`src/rtl/k_fft_pkg.sv`:
```
// k_fft_pkg: shared fixed-point types and rounding/range helpers for the FFT datapath.
package k_fft_pkg;
    localparam int CW = 16;

    typedef struct packed {
        logic signed [CW-1:0] re;
        logic signed [CW-1:0] im;
    } complex_t;

    typedef logic [1:0] scale_t;

    function automatic logic signed [63:0] round_shr(input logic signed [63:0] x, input int sh);
        if (sh <= 0) return x;
        return (x + (64'sd1 <<< (sh - 1))) >>> sh;
    endfunction

    function automatic logic fits(input logic signed [63:0] x, input int w);
        return (x <= (64'sd1 <<< (w - 1)) - 64'sd1) && (x >= -(64'sd1 <<< (w - 1)));
    endfunction

    // Out-of-range values pass through unchanged when not saturating; the caller keeps the LSBs.
    function automatic logic signed [63:0] clip(input logic signed [63:0] x, input int w, input logic sat);
        if (!sat || fits(x, w)) return x;
        return (x < 64'sd0) ? -(64'sd1 <<< (w - 1)) : (64'sd1 <<< (w - 1)) - 64'sd1;
    endfunction
endpackage

```
`src/rtl/k_pipecmult.sv`:
```
// k_pipecmult: two-stage pipelined complex multiplier B*twiddle with rounding back to W+2 bits.
// A sideband word travels alongside each sample so callers can carry their own context.
module k_pipecmult
    import k_fft_pkg::*;
#(
    parameter int W  = 16,
    parameter int TW = 16,
    parameter int SW = 1
) (
    input  logic              clk,
    input  logic              rst,
    input  logic              i_en,
    input  logic              i_valid,
    input  logic [2*W-1:0]    i_b,
    input  logic [2*TW-1:0]   i_tw,
    input  logic [SW-1:0]     i_side,
    output logic              o_valid,
    output logic [2*W+3:0]    o_m,
    output logic [SW-1:0]     o_side
);
    logic signed [W-1:0]    w_br, w_bi;
    logic signed [TW-1:0]   w_wr, w_wi;
    logic signed [W+TW-1:0] r_rr, r_ii, r_ri, r_ir;
    logic signed [W+TW:0]   w_mre, w_mim;
    logic signed [W+1:0]    r_mre, r_mim;
    logic                   r_v1, r_v2;
    logic [SW-1:0]          r_s1, r_s2;

    assign w_br  = i_b[2*W-1:W];
    assign w_bi  = i_b[W-1:0];
    assign w_wr  = i_tw[2*TW-1:TW];
    assign w_wi  = i_tw[TW-1:0];
    assign w_mre = (W+TW+1)'(r_rr) - (W+TW+1)'(r_ii);
    assign w_mim = (W+TW+1)'(r_ri) + (W+TW+1)'(r_ir);

    always_ff @(posedge clk) begin
        if (rst) begin
            r_v1 <= 1'b0;
            r_v2 <= 1'b0;
        end else if (i_en) begin
            r_v1  <= i_valid;
            r_v2  <= r_v1;
            r_s1  <= i_side;
            r_s2  <= r_s1;
            r_rr  <= (W+TW)'(w_br) * (W+TW)'(w_wr);
            r_ii  <= (W+TW)'(w_bi) * (W+TW)'(w_wi);
            r_ri  <= (W+TW)'(w_br) * (W+TW)'(w_wi);
            r_ir  <= (W+TW)'(w_bi) * (W+TW)'(w_wr);
            r_mre <= (W+2)'(round_shr(64'(w_mre), TW - 1));
            r_mim <= (W+2)'(round_shr(64'(w_mim), TW - 1));
        end
    end

    assign o_valid = r_v2;
    assign o_m     = {r_mre, r_mim};
    assign o_side  = r_s2;
endmodule

```
`src/rtl/k_pipebutterfly.sv`:
```
// k_pipebutterfly: 3-stage radix-2 DIT butterfly with per-sample scaling and overflow flags.
// Define K_BUTTERFLY_SAT_EN to saturate out-of-range results instead of wrapping.
module k_pipebutterfly
    import k_fft_pkg::*;
#(
    parameter int W  = 16,
    parameter int TW = 16
) (
    input  logic            clk,
    input  logic            rst,
    input  logic            in_valid,
    output logic            in_ready,
    input  logic [2*W-1:0]  in0,
    input  logic [2*W-1:0]  in1,
    input  logic [2*TW-1:0] twiddle,
    input  scale_t          scaling,
    output logic            out_valid,
    input  logic            out_ready,
    output logic [2*W-1:0]  out0,
    output logic [2*W-1:0]  out1,
    output logic            ovf,
    output logic            ovf_sticky,
    input  logic            clr
);
`ifdef K_BUTTERFLY_SAT_EN
    localparam logic SAT = 1'b1;
`else
    localparam logic SAT = 1'b0;
`endif

    logic                   w_en, w_v2;
    logic [2*W+3:0]         w_m;
    logic [2*W+1:0]         w_side;
    logic signed [W-1:0]    w_are, w_aim;
    logic signed [W+1:0]    w_mre, w_mim;
    scale_t                 w_k;
    logic signed [63:0]     w_s [4];
    logic signed [63:0]     w_sc [4];
    logic [3:0]             w_ov;
    logic [3:0][W-1:0]      w_o;

    // Global stall: every stage holds while the output is blocked.
    assign in_ready = !(out_valid && !out_ready);
    assign w_en     = in_ready;

    k_pipecmult #(.W(W), .TW(TW), .SW(2*W+2)) u_cmult (
        .clk     (clk),
        .rst     (rst),
        .i_en    (w_en),
        .i_valid (in_valid),
        .i_b     (in1),
        .i_tw    (twiddle),
        .i_side  ({in0, scaling}),
        .o_valid (w_v2),
        .o_m     (w_m),
        .o_side  (w_side)
    );

    assign w_are = w_side[2*W+1:W+2];
    assign w_aim = w_side[W+1:2];
    assign w_k   = w_side[1:0];
    assign w_mre = w_m[2*W+3:W+2];
    assign w_mim = w_m[W+1:0];

    always_comb begin
        w_s[0] = 64'(w_are) + 64'(w_mre);
        w_s[1] = 64'(w_aim) + 64'(w_mim);
        w_s[2] = 64'(w_are) - 64'(w_mre);
        w_s[3] = 64'(w_aim) - 64'(w_mim);
        for (int j = 0; j < 4; j++) begin
            w_sc[j] = round_shr(w_s[j], int'(w_k));
            w_ov[j] = !fits(w_sc[j], W);
            w_o[j]  = W'(clip(w_sc[j], W, SAT));
        end
    end

    always_ff @(posedge clk) begin
        if (rst) begin
            out_valid <= 1'b0;
            out0      <= '0;
            out1      <= '0;
            ovf       <= 1'b0;
        end else if (w_en) begin
            out_valid <= w_v2;
            out0      <= {w_o[0], w_o[1]};
            out1      <= {w_o[2], w_o[3]};
            ovf       <= w_v2 && (|w_ov);
        end
    end

    // A coinciding overflow outranks clr.
    always_ff @(posedge clk) begin
        if (rst)
            ovf_sticky <= 1'b0;
        else if (out_valid && out_ready && ovf)
            ovf_sticky <= 1'b1;
        else if (clr)
            ovf_sticky <= 1'b0;
    end
endmodule

```
`config.mk`:
```
export PLATFORM = sky130hd
export DESIGN_NAME = k_pipebutterfly
export DESIGN_NICKNAME = d
export VERILOG_FILES = /design/src/rtl/k_fft_pkg.sv /design/src/rtl/k_pipecmult.sv /design/src/rtl/k_pipebutterfly.sv
export SDC_FILE = /design/constraint.sdc
export NUM_CORES = 2
export LEC_CHECK = 0
export ABC_AREA = 1
export CORE_MARGIN = 3
export CORE_UTILIZATION = 35
export DETAILED_ROUTE_END_ITERATION = 8
export SETUP_SLACK_MARGIN = 0.2
export SLEW_MARGIN = 20
export SYNTH_ARGS = -nofsm -noshare
export SYNTH_HDL_FRONTEND = slang
export SYNTH_SLANG_ARGS = --single-unit
```
`constraint.sdc`:
```
create_clock -name clk -period 28.4 [get_ports clk]
set_input_delay 5.68 -clock clk [delete_from_list [all_inputs] [get_ports clk]]
set_output_delay 5.68 -clock clk [all_outputs]
set_load 0.03 [all_outputs]
```
==> flow_summary.toml <==
[run_status]
status = "completed"

[place]
io_buffers = 170
hpwl_mm = 206
gp_congestion = 0.986

[synth]
synthAdderAreaFrac_pct = 37.8
syn_area_per_cell_sq_um = 7.10
synth_edf_count = 232
synth.mux.area_fraction_pct = 0.0905
synth_cells = 10908
synth.distinct_cells = 67
synth_flop_cell = "edfxtp_1"
synth_compound_gate_area_share_pct = 8.29
synthXorXnorAreaFrac_pct = 3.41
async_flop_share_pct = 0
ys_seq_area_share_pct = 10.8
syn_area_sq_mm = 0.0775
yosys.area_share.simple_pct = 26.5
ys.warnings.count = 0
synth_top_family_by_area = "adder cells"
synth_seq_cells = 301

[critical_path]
cp_max_fo = 62
reg2reg_from = "u_cmult.o_side[0]"
required_ps = 22720
setup.worst_path.start = "out_ready"
startpoint_type = "primary input"
cp-end-kind = "output pin"
crit_type = "in2out"
critPathArrivalTime_ps = 7630

[finish]
fin_util_pct = 38.0
layout-drive-gt1-share_pct = 3.47
fill_cells = 23505
nets = 12731
area_growth_syn_to_layout_pct = 7.97

[global_routing]
grtUsageTotal_pct = 22.4
grt_pass1_wl_mm = 403
antenna_found_initial = 8
gr-total-overflow = 0
grt_max_degree = 169
first_global_vias = 70463

[timing]
setup_tns_ps = 0
max_freq_mhz = 75.1
max_slew.worst_pin.slew_ps = 1160
rsz0062_at_grt = "no"
post-route-min-period_ps = 13310
hold_viol_final = 0
finClkSkew_ps = 34.9
setup_viol = 0
relSlewSlack_pct = 22.2
drv_slew = 0
timing.final.crit_share_pct = 46.9

[detailed_routing]
via_per_inst = 5.06
drt_iter0_drc = 6033
ant_nets = 0
drc = 0
dr_total_vias = 70409
wl_per_cell_microns = 18.5
first_pass_iters = 9
finalWirelength_mm = 258

[floorplanning]
dieArea_sq_mm = 0.227
row_count = 172
core_area_sq_mm = 0.220
die_w_microns = 476
start_util_pct = 35.2
pin_count = 171
die_h_microns = 476

[clocking]
cts_buffer_depth = 3
htree_num_levels = 2
tritoncts = "done"
ctsHoldBuffers = 0
root_buffer = "clkbuf_16"
clk_pin_slew_worst_paths_ps = 70
numCtsBuffers = 39
cts_resized = 0
post_cts_buffers = 0
numClockSinks = 301
worstSkewPairLatency_ps = 620

[run]
maxCapViolCount = 0

[min_path]
hp-start = "u_cmult.r_s1[23]"
holdCritPathClass = "reg2reg"
[sequential cells by signal, indices dropped and copies added (netlist names)]
| name | cells |
|---|---|
| u_cmult.o_side | 34 |
| u_cmult.r_s1 | 34 |
| out0 | 32 |
| out1 | 32 |
| u_cmult.r_ii | 32 |
| u_cmult.r_ir | 32 |
| u_cmult.r_ri | 32 |
| u_cmult.r_rr | 32 |
| u_cmult.r_mim | 18 |
| u_cmult.r_mre | 18 |
| out_valid | 1 |
| ovf | 1 |
| ovf_sticky | 1 |
| u_cmult.o_valid | 1 |
| u_cmult.r_v1 | 1 |
[synthesized netlist by cell type, types with 38 or more instances]
cell / n / area (sq um)
nand2_1: 2807 / 10500
inv_1: 2210 / 8300
fa_1: 1056 / 21100
nand3_1: 1019 / 5100
ha_1: 652 / 8160
nor2_1: 601 / 2260
a21oi_1: 507 / 2540
o21ai_0: 292 / 1460
clkbuf_1: 269 / 1010
edfxtp_1: 232 / 6970
xor2_1: 223 / 1950
nand4_1: 138 / 863
xnor2_1: 79 / 692
dfxtp_1: 69 / 1380
buf_2: 56 / 280
nand2_2: 50 / 313
nor3_1: 50 / 250
o21ai_1: 49 / 245
buf_1: 48 / 180
o211ai_1: 38 / 285
[final timing paths]
kind                              to  slack, ps  cells past startpoint
hold / removal    u_cmult.o_side[23]        410                      0
setup reg to reg                 ovf      21060                     34
hold reg to reg   u_cmult.o_side[23]        410                      0
setup / recovery            in_ready      15090                      5
[stage by stage]
stage	cells	hold slack [ps]	cell area, sq um	setup slack (ps)
global placement	13837	401	82300	15110
CTS	13907	410	83600	15090
finish	13910	408	83600	15090
floorplan	11017	400	77900	12010
global route	13907	427	83600	15000
detailed placement	13837	405	82300	15090
[per-layer routing]
metal	GRT usage (%)	wire [microns]	part of all wire (%)
met3	3.72	18800	7.3
met4	7.80	9910	3.8
met5	0	70	0.027
met2	36.8	119000	46
met1	29.7	111000	43
[placed cells by master (no fill, tap or decap), types with 12 or more instances in the layout]
cell type	n
fa_1	1056
xnor2_1	79
o211ai_1	38
inv_1	2208
nand3b_1	19
o221ai_1	36
dfxtp_1	69
buf_4	88
nand3_1	1019
o21ai_0	292
nand4_1	138
nand2_1	2807
nor2_1	597
inv_2	37
o21ai_1	49
a31oi_1	36
nor2_2	30
clkdlybuf4s50_1	170
edfxtp_1	232
xor2_1	223
or2_2	20
o21a_1	15
conb_1	110
ha_1	651
nor2_4	18
a21oi_1	507
a21o_1	12
a221oi_1	13
nand3_2	18
nor3_1	50
o31ai_1	14
o21bai_1	32
a21oi_2	16
clkbuf_16	41
nand2_2	50
[cells by family after synthesis]
logic type	after synthesis
fa+ha+maj	1708
compound gates	1124
buf+inv	2648
simple gates	4817
other cells	1
xor+xnor	302
mux	7
flops	301
[critical path: stages]
cell and delay [ps]:
clkdlybuf4s50_1 490, nor2_2 50, buf_4 200, inv_4 420, clkdlybuf4s50_1 780
[layout make-up]
cell class | count | area, sq um | area share, %
diodes | 3 | 7.51 | 0.00898
repair buffers | 260 | 2400 | 2.87
inverters | 2250 | 8460 | 10.1
clock buffers | 47 | 1050 | 1.25
well taps | 2958 | 3700 | 4.43
flip-flops and latches | 301 | 8350 | 9.98
clock inverters | 23 | 265 | 0.317
multi-input cells | 8068 | 59400 | 71.0
Power is not shown: default switching activity piles up to over one toggle a cycle in this logic, so the estimate is an artifact.
